File: config.mk
export PLATFORM = sky130hd
export DESIGN_NAME = cla_seq_adder
export DESIGN_NICKNAME = d
export VERILOG_FILES = /design/src/rtl/cla_pkg.sv /design/src/rtl/cla4.sv /design/src/rtl/cla_seq_adder.sv
export SDC_FILE = /design/constraint.sdc
export NUM_CORES = 1
export LEC_CHECK = 0
export ABC_CLOCK_PERIOD_IN_PS = 4100
export CAP_MARGIN = 25
export CORE_ASPECT_RATIO = 1.1
export CORE_UTILIZATION = 38
export CTS_BUF_LIST = sky130_fd_sc_hd__clkbuf_2 sky130_fd_sc_hd__clkbuf_4 sky130_fd_sc_hd__clkbuf_8
export CTS_CLUSTER_DIAMETER = 120
export DETAILED_ROUTE_END_ITERATION = 10
export DONT_BUFFER_PORTS = 1
export PLACE_DENSITY = 0.49
export SKIP_CTS_REPAIR_TIMING = 1
export SLEW_MARGIN = 5
export SYNTH_ARGS = -nofsm -noshare
export SYNTH_HDL_FRONTEND = slang
export SYNTH_SLANG_ARGS = --single-unit
export TNS_END_PERCENT = 20
File: constraint.sdc
create_clock -name clk -period 4.1 [get_ports clk]
set_clock_uncertainty 0.15 [all_clocks]
set_input_delay 0.41 -clock clk [delete_from_list [all_inputs] [get_ports clk]]
set_output_delay 0.41 -clock clk [all_outputs]
set_load 0.005 [all_outputs]
File: src/rtl/cla_pkg.sv
`default_nettype none
// ============================================================================
//  Module   : cla_pkg
//  Purpose  : Shared constants, state encoding and helper functions for the
//             carry-lookahead adder family (sequential and pipelined).
//  Revision : 1.0  initial release
// ============================================================================
package cla_pkg;

    // Width of one carry-lookahead slice
    localparam int NIB_W = 4;

    // Controller state encoding
    localparam logic [1:0] ST_IDLE = 2'd0;
    localparam logic [1:0] ST_RUN  = 2'd1;
    localparam logic [1:0] ST_DONE = 2'd2;

    // Two's-complement overflow: operands agree in sign but the sum does not
    function automatic logic ovf_term(
        input logic a_msb,
        input logic b_msb,
        input logic s_msb
    );
        return (a_msb == b_msb) && (s_msb != a_msb);
    endfunction

endpackage : cla_pkg
`default_nettype wire

File: src/rtl/cla4.sv
`default_nettype none
// ============================================================================
//  Module   : cla4
//  Purpose  : 4-bit carry-lookahead adder slice with group propagate and
//             group generate outputs for hierarchical lookahead.
//  Revision : 1.0  initial release
// ============================================================================
module cla4
    import cla_pkg::*;
(
    input  logic [NIB_W-1:0] a_i,
    input  logic [NIB_W-1:0] b_i,
    input  logic             ci_i,
    output logic [NIB_W-1:0] s_o,
    output logic             co_o,
    output logic             pg_o,
    output logic             gg_o
);

    logic [NIB_W-1:0] w_g;
    logic [NIB_W-1:0] w_p;
    logic [NIB_W-1:0] w_c;

    // Bit generate/propagate and fully expanded lookahead carries
    always_comb begin
        w_g    = a_i & b_i;
        w_p    = a_i ^ b_i;
        w_c[0] = ci_i;
        w_c[1] = w_g[0] | (w_p[0] & ci_i);
        w_c[2] = w_g[1] | (w_p[1] & w_g[0]) | (w_p[1] & w_p[0] & ci_i);
        w_c[3] = w_g[2] | (w_p[2] & w_g[1]) | (w_p[2] & w_p[1] & w_g[0])
               | (w_p[2] & w_p[1] & w_p[0] & ci_i);
        pg_o   = &w_p;
        gg_o   = w_g[3] | (w_p[3] & w_g[2]) | (w_p[3] & w_p[2] & w_g[1])
               | (w_p[3] & w_p[2] & w_p[1] & w_g[0]);
        co_o   = gg_o | (pg_o & ci_i);
        s_o    = w_p ^ w_c;
    end

endmodule : cla4
`default_nettype wire

File: src/rtl/cla_seq_adder.sv
`default_nettype none
// ============================================================================
//  Module   : cla_seq_adder
//  Purpose  : WIDTH-bit adder that reuses one CLA4 slice, one nibble per cycle
//             LSB first, with valid/ready handshakes on input and output.
//  Revision : 1.0  initial release
// ============================================================================
module cla_seq_adder
    import cla_pkg::*;
#(
    parameter int WIDTH = 16
)(
    input  logic             clk,
    input  logic             rst_n,
    input  logic             in_valid,
    output logic             in_ready,
    input  logic [WIDTH-1:0] A,
    input  logic [WIDTH-1:0] B,
    input  logic             Ci,
    output logic             out_valid,
    input  logic             out_ready,
    output logic [WIDTH-1:0] S,
    output logic             Co,
    output logic             OV
);

    localparam int NNIB  = WIDTH / NIB_W;
    localparam int CNT_W = (NNIB > 1) ? $clog2(NNIB) : 1;
    localparam logic [CNT_W-1:0] C_LAST = CNT_W'(NNIB - 1);

    logic [1:0]       state_q, state_d;
    logic [CNT_W-1:0] nib_cnt_q, nib_cnt_d;
    logic             carry_q, carry_d;
    logic [WIDTH-1:0] a_q, a_d;
    logic [WIDTH-1:0] b_q, b_d;
    logic [WIDTH-1:0] res_q, res_d;
    logic             a_msb_q, a_msb_d;
    logic             b_msb_q, b_msb_d;
    logic             co_q, co_d;
    logic             ov_q, ov_d;

    logic [NIB_W-1:0] w_nib_s;
    logic             w_nib_co;
    logic [1:0]       w_unused_pg_gg;
    logic             w_accept;
    logic             w_last;

    // The single shared nibble datapath
    cla4 u_cla4 (
        .a_i  (a_q[NIB_W-1:0]),
        .b_i  (b_q[NIB_W-1:0]),
        .ci_i (carry_q),
        .s_o  (w_nib_s),
        .co_o (w_nib_co),
        .pg_o (w_unused_pg_gg[0]),
        .gg_o (w_unused_pg_gg[1])
    );

    assign w_accept = in_valid && (state_q == ST_IDLE);
    assign w_last   = (nib_cnt_q == C_LAST);

    // FSM state register
    always_ff @(posedge clk or negedge rst_n) begin
        if (!rst_n) state_q <= ST_IDLE;
        else        state_q <= state_d;
    end

    // FSM next-state logic
    always_comb begin
        state_d = state_q;
        case (state_q)
            ST_IDLE: if (w_accept)  state_d = ST_RUN;
            ST_RUN:  if (w_last)    state_d = ST_DONE;
            ST_DONE: if (out_ready) state_d = ST_IDLE;
            default:                state_d = ST_IDLE;
        endcase
    end

    // FSM outputs: handshakes are pure decodes of the state
    always_comb begin
        in_ready  = (state_q == ST_IDLE);
        out_valid = (state_q == ST_DONE);
    end

    // Datapath next state: latch on accept, shift one nibble per RUN cycle
    always_comb begin
        nib_cnt_d = nib_cnt_q;
        carry_d   = carry_q;
        a_d       = a_q;
        b_d       = b_q;
        res_d     = res_q;
        a_msb_d   = a_msb_q;
        b_msb_d   = b_msb_q;
        co_d      = co_q;
        ov_d      = ov_q;
        if (w_accept) begin
            a_d       = A;
            b_d       = B;
            carry_d   = Ci;
            a_msb_d   = A[WIDTH-1];
            b_msb_d   = B[WIDTH-1];
            nib_cnt_d = '0;
        end else if (state_q == ST_RUN) begin
            // Sum enters at the top so after NNIB shifts nibble 0 sits at the bottom
            res_d     = {w_nib_s, res_q[WIDTH-1:NIB_W]};
            a_d       = a_q >> NIB_W;
            b_d       = b_q >> NIB_W;
            carry_d   = w_nib_co;
            nib_cnt_d = nib_cnt_q + CNT_W'(1);
            if (w_last) begin
                co_d = w_nib_co;
                ov_d = ovf_term(a_msb_q, b_msb_q, w_nib_s[NIB_W-1]);
            end
        end
    end

    // Datapath registers; reset discards any operation in flight
    always_ff @(posedge clk or negedge rst_n) begin
        if (!rst_n) begin
            nib_cnt_q <= '0;
            carry_q   <= 1'b0;
            a_q       <= '0;
            b_q       <= '0;
            res_q     <= '0;
            a_msb_q   <= 1'b0;
            b_msb_q   <= 1'b0;
            co_q      <= 1'b0;
            ov_q      <= 1'b0;
        end else begin
            nib_cnt_q <= nib_cnt_d;
            carry_q   <= carry_d;
            a_q       <= a_d;
            b_q       <= b_d;
            res_q     <= res_d;
            a_msb_q   <= a_msb_d;
            b_msb_q   <= b_msb_d;
            co_q      <= co_d;
            ov_q      <= ov_d;
        end
    end

    assign S  = res_q;
    assign Co = co_q;
    assign OV = ov_q;

endmodule : cla_seq_adder
`default_nettype wire

* Word-level counts from Yosys, hierarchy flattened
Index checks and enable logic that the tools add are counted.
Storage, ports and cells: flip-flop bits (word level) 57, output and inout port bits 20
Cells by class: add/sub/neg operators 1, eq/ne operators 8, multiplexer cells 12, bitwise gates (word level) 29, reduce and logical (&&, ||, !) cells 8
Operators with widths (count):
- 2-to-1 mux 16 bit | 4
- AND 1 bit | 15
- 2-to-1 mux 2 bit | 5
- bitwise OR 1 bit | 10
- XOR 4 bit | 2
- one-hot mux 2 bit (3 select lines) | 1
- AND reduction 3 bit | 2
- AND 4 bit | 1
- equality test 2 bit, second input constant | 2
- inequality test 2 x 1 -> 1 bit, second input constant | 2
- AND reduction 4 bit | 1
- adder 2 x 1 -> 2 bit, second input constant | 1
- equality test 2 x 1 -> 1 bit, second input constant | 1
- logical AND 1 bit | 2
- zero test 2 bit | 1
- 2-to-1 mux 1 bit | 2
- inequality test 2 bit, second input constant | 1
- AND reduction 2 bit | 1
- nonzero test 2 bit | 1
- equality test 1 bit | 1
- inequality test 1 bit | 1
- inverter 1 bit | 1

* Longest topological paths before layout
depth in word-level cells 8, mapped depth 6

* Cells and area by module
A second synthesis with hierarchy kept.
Unflattened totals: cells, all modules 261, area, all modules 2591.2 sq um
Modules (own cells, without submodules):
- cla_seq_adder | instances 1, cells each 239, area each 2408.6 sq um
- cla4 | instances 1, cells each 22, area each 182.7 sq um

* Worst setup path before layout
Ideal clock, no wire load.
kind register to register, from reg a_q[0], to reg ov_q, in the netlist OV, library setup time 0.069 ns, data arrival time 1.642 ns, required time 3.881 ns, slack 2.239 ns, cell stages (with the launch flop) 6, period minus slack after synthesis 1.861 ns, cells stage by stage dfrtp_1 ha_1 a21o_1 and4_1 or4_1 nand3_1
Between the ends: word-level cells in the longest chain between the ends 7, elaborated cells on any way between the ends 10, those cells by class eq/ne (1); bitwise (8); reduce/logical (1)
RTL lines:
- start, declared | RTL line cla_seq_adder.sv:34 | logic [WIDTH-1:0] a_q, a_d;
- start signal, assigned | RTL line cla_seq_adder.sv:122 | a_q <= '0;
- start signal, assigned | RTL line cla_seq_adder.sv:132 | a_q <= a_d;
- AND 4 bit or XOR 4 bit (tied branches) | RTL line cla4.sv:26, cla4.sv:27
- AND 1 bit, on equally long branches | RTL line cla4.sv:31, cla4.sv:32
- bitwise OR 1 bit or AND 1 bit (tied branches) | RTL line cla4.sv:31, cla4.sv:32
- bitwise OR 1 bit * | RTL line cla4.sv:32 | | (w_p[2] & w_p[1] & w_p[0] & ci_i);
- XOR 4 bit * | RTL line cla4.sv:37 | s_o = w_p ^ w_c;
- inequality test 1 bit * | RTL line cla_pkg.sv:24 | return (a_msb == b_msb) && (s_msb != a_msb);
- logical AND 1 bit * | RTL line cla_pkg.sv:24
- end signal, assigned | RTL line cla_seq_adder.sv:138 | ov_q <= ov_d;
- end, declared | RTL line cla_seq_adder.sv:40 | logic ov_q, ov_d;
Every way passes the cells marked *; elsewhere a longest branch is shown, timed or not. A chain may end at the register's enable or synchronous reset.

* Worst setup path after layout
Same ends and word-level chain as after synthesis.

==> flow_summary.ini <==
[worst_setup_path]
r2r-end = OV
slowest_delay_ps = 520
crit_buf_inv = 0
path_class = flip-flop to flip-flop
crit_chain = ha_1 -> a21o_1 -> and4_1 -> or4_1 -> nand3_1
crit_end = OV
critPathCaptureType = flip-flop
path_max_fanout = 4
crit_required_ps = 4220
r2r_start = a_q[0]
crit_cells = 5
critPathArrivalTime_ps = 2060
crit_start = a_q[0]
startpoint_type = flip-flop
r2r_slack_ps = 2160
cp_top_family = simple AND/OR/NAND/NOR gates
cp_slowest_cell = or4_1
rr_worst_depth = 5

[global_route]
gr-usage-all-layers_pct = 17.18
gr-total-overflow = 0
antenna_found_initial = 0
grt_pass1_wl_um = 8749
grt_pass1_vias = 1829
grt_start_max_net_pins = 58

[cells_and_area]
fin_cells = 342
antenna_cells = 0
area_delta_synth_final_pct = 14.69
n_fill_cell = 610
post-route-util_pct = 45.32
drive_gt1_share_pct = 10.31
nNetsFinal = 300

[die]
die_area_sq_um = 6806
rows = 30
dieWidth_um = 78.75
core_area_sq_um = 6231
die_y_um = 86.43
start_util_pct = 39.52
pin_count = 57

[yosys]
synth.area.top_cells = dfrtp_1, nand2_1, a22oi_1
ys_async_sr_fraction_pct = 100.0
synth_seq_cells = 57
synth_cells = 254
synth-seq-area-share_pct = 57.93
avgSynthCellArea_sq_um = 9.694
synth_top_cell_area_share_pct = 57.93
syn-cell-area_sq_um = 2462
ys_types = 32
yosysMostFrequentCell = nand2_1
yosys_warnings = 0
synth_top_area_cell = dfrtp_1
ys.flop_type = dfrtp_1
synthTopCellsByCount = nand2_1, dfrtp_1, a22oi_1
synth_edf_count = 0
syn_nets = 297

[route]
dr.first_iter.drc_count = 64
drtPass1Iterations = 4
antenna_left = 0
drc = 0
wl_per_cell_um = 15.01
viasPerCell = 5.196
vias = 1777
routed_wl_um = 5132

[timing]
fin_crit_sh_pct = 47.30
slew_headroom_pct = 68.04
setup-violations-final = 0
fmaxAchievable_mhz = 515.6
maxSlewViolCount = 0
worstMarginPinSlew_ps = 479.4
rsz0062_at_grt = no
fin_setup_tns_ps = 0
final-hold-violation-count = 0
period_needed_ps = 1939

[cts]
cts.path.max_buffers = 2
clk_latency_ps = 330
clock_sinks = 57
cts_tree = yes
root_buffer = clkbuf_8
htreeDepth = 3
cts_buffers = 9
clkTransAtPathRegs_ps = 60

[run]
drv_cap = 0

[placement]
placedCellCount = 322
place.gp.congestion = 0.6693
io_buffers = 0
hpwlAfterDp_um = 3110

[run_status]
status = completed

[worst_hold_path]
min_path_type = primary input to flip-flop

[power]
ir_worst_vdd_uv = 483.2
powerDensity_nw_per_um2 = 884.4
total_leakage_power_nw = 1.393
[layer usage]
metal	vias to the layer above	GRT usage (%)	share of wire (%)
li1	863	-	-
met1	851	20.19	45
met2	54	27.35	46
met3	9	7.263	7.7
met4	0	7.576	1.5
met5	-	0	0
[worst min path at each step]
stage               from         end  slack [ps]  depth (start not counted)
2_1_floorplan      rst_n          Co         -40                          0
3_3_place_gp       rst_n        S[1]         -30                          0
3_5_place_dp       rst_n        S[1]         -30                          0
4_1_cts            rst_n     b_q[11]        -400                          0
5_1_grt            A[12]     a_q[12]          30                          2
6_report       out_ready  state_q[1]          40                          1
[power by group]
part | internal [mW] | total (mW) | switching [mW]
sequential | 0.824 | 1.00 | 0.177
combinational | 0.378 | 0.924 | 0.546
clock | 0.345 | 0.572 | 0.227
[logic make-up (layout without fill, tap and decap cells)]
family / count (synthesis) / in the layout / share of synthesized area (%)
simple gates: 119 / 119 / 20.17
compound gates: 50 / 50 / 13.87
mux: 2 / 2 / 0.9146
fa+ha+maj: 6 / 6 / 3.354
xor+xnor: 2 / 2 / 0.7115
buf+inv: 18 / 26 / 3.049
flops: 57 / 57 / 57.93
[stage by stage]
step	area [sq um]	power (mW)	setup WS [ps]	hold slack [ps]
5_1_grt	2824	2.744	2093	33.07
3_5_place_dp	2530	1.876	1826	-34.44
4_1_cts	2744	2.466	1807	-401.9
6_report	2824	2.497	2161	35.28
3_3_place_gp	2530	1.859	1862	-34.28
2_1_floorplan	2462	1.675	2239	-35.59
[cell usage in the layout (no fill, tap or decap), types with 2 or more instances in the layout]
master     count
mux2_2         2
clkinv_2       3
nor3_1         3
nand2_1      102
inv_1          4
a21oi_1        2
clkbuf_8       9
ha_1           5
buf_4          2
a221o_1        2
a22o_1         2
bufinv_16      2
a22oi_1       23
nor2_1         3
buf_16         2
dfrtp_1       57
xor2_1         2
o21ai_0       15
[state kept, by name, summed over array words and instances, names as in the netlist]
register   count
b_q           16
b_msb_q        1
state_q        2
Co             1
OV             1
a_msb_q        1
nib_cnt_q      2
S             16
a_q           16
carry_q        1
[layout make-up]
type	count	area (sq um)	area share, %
flip-flops and latches	57	1426	50.51
repair buffers	6	95.09	3.367
clock inverters	6	82.58	2.924
inverters	4	15.01	0.5317
multi-input cells	179	973.4	34.47
clock buffers	10	131.4	4.652
well taps	80	100.1	3.545
Power figures use the tool's default switching activity.
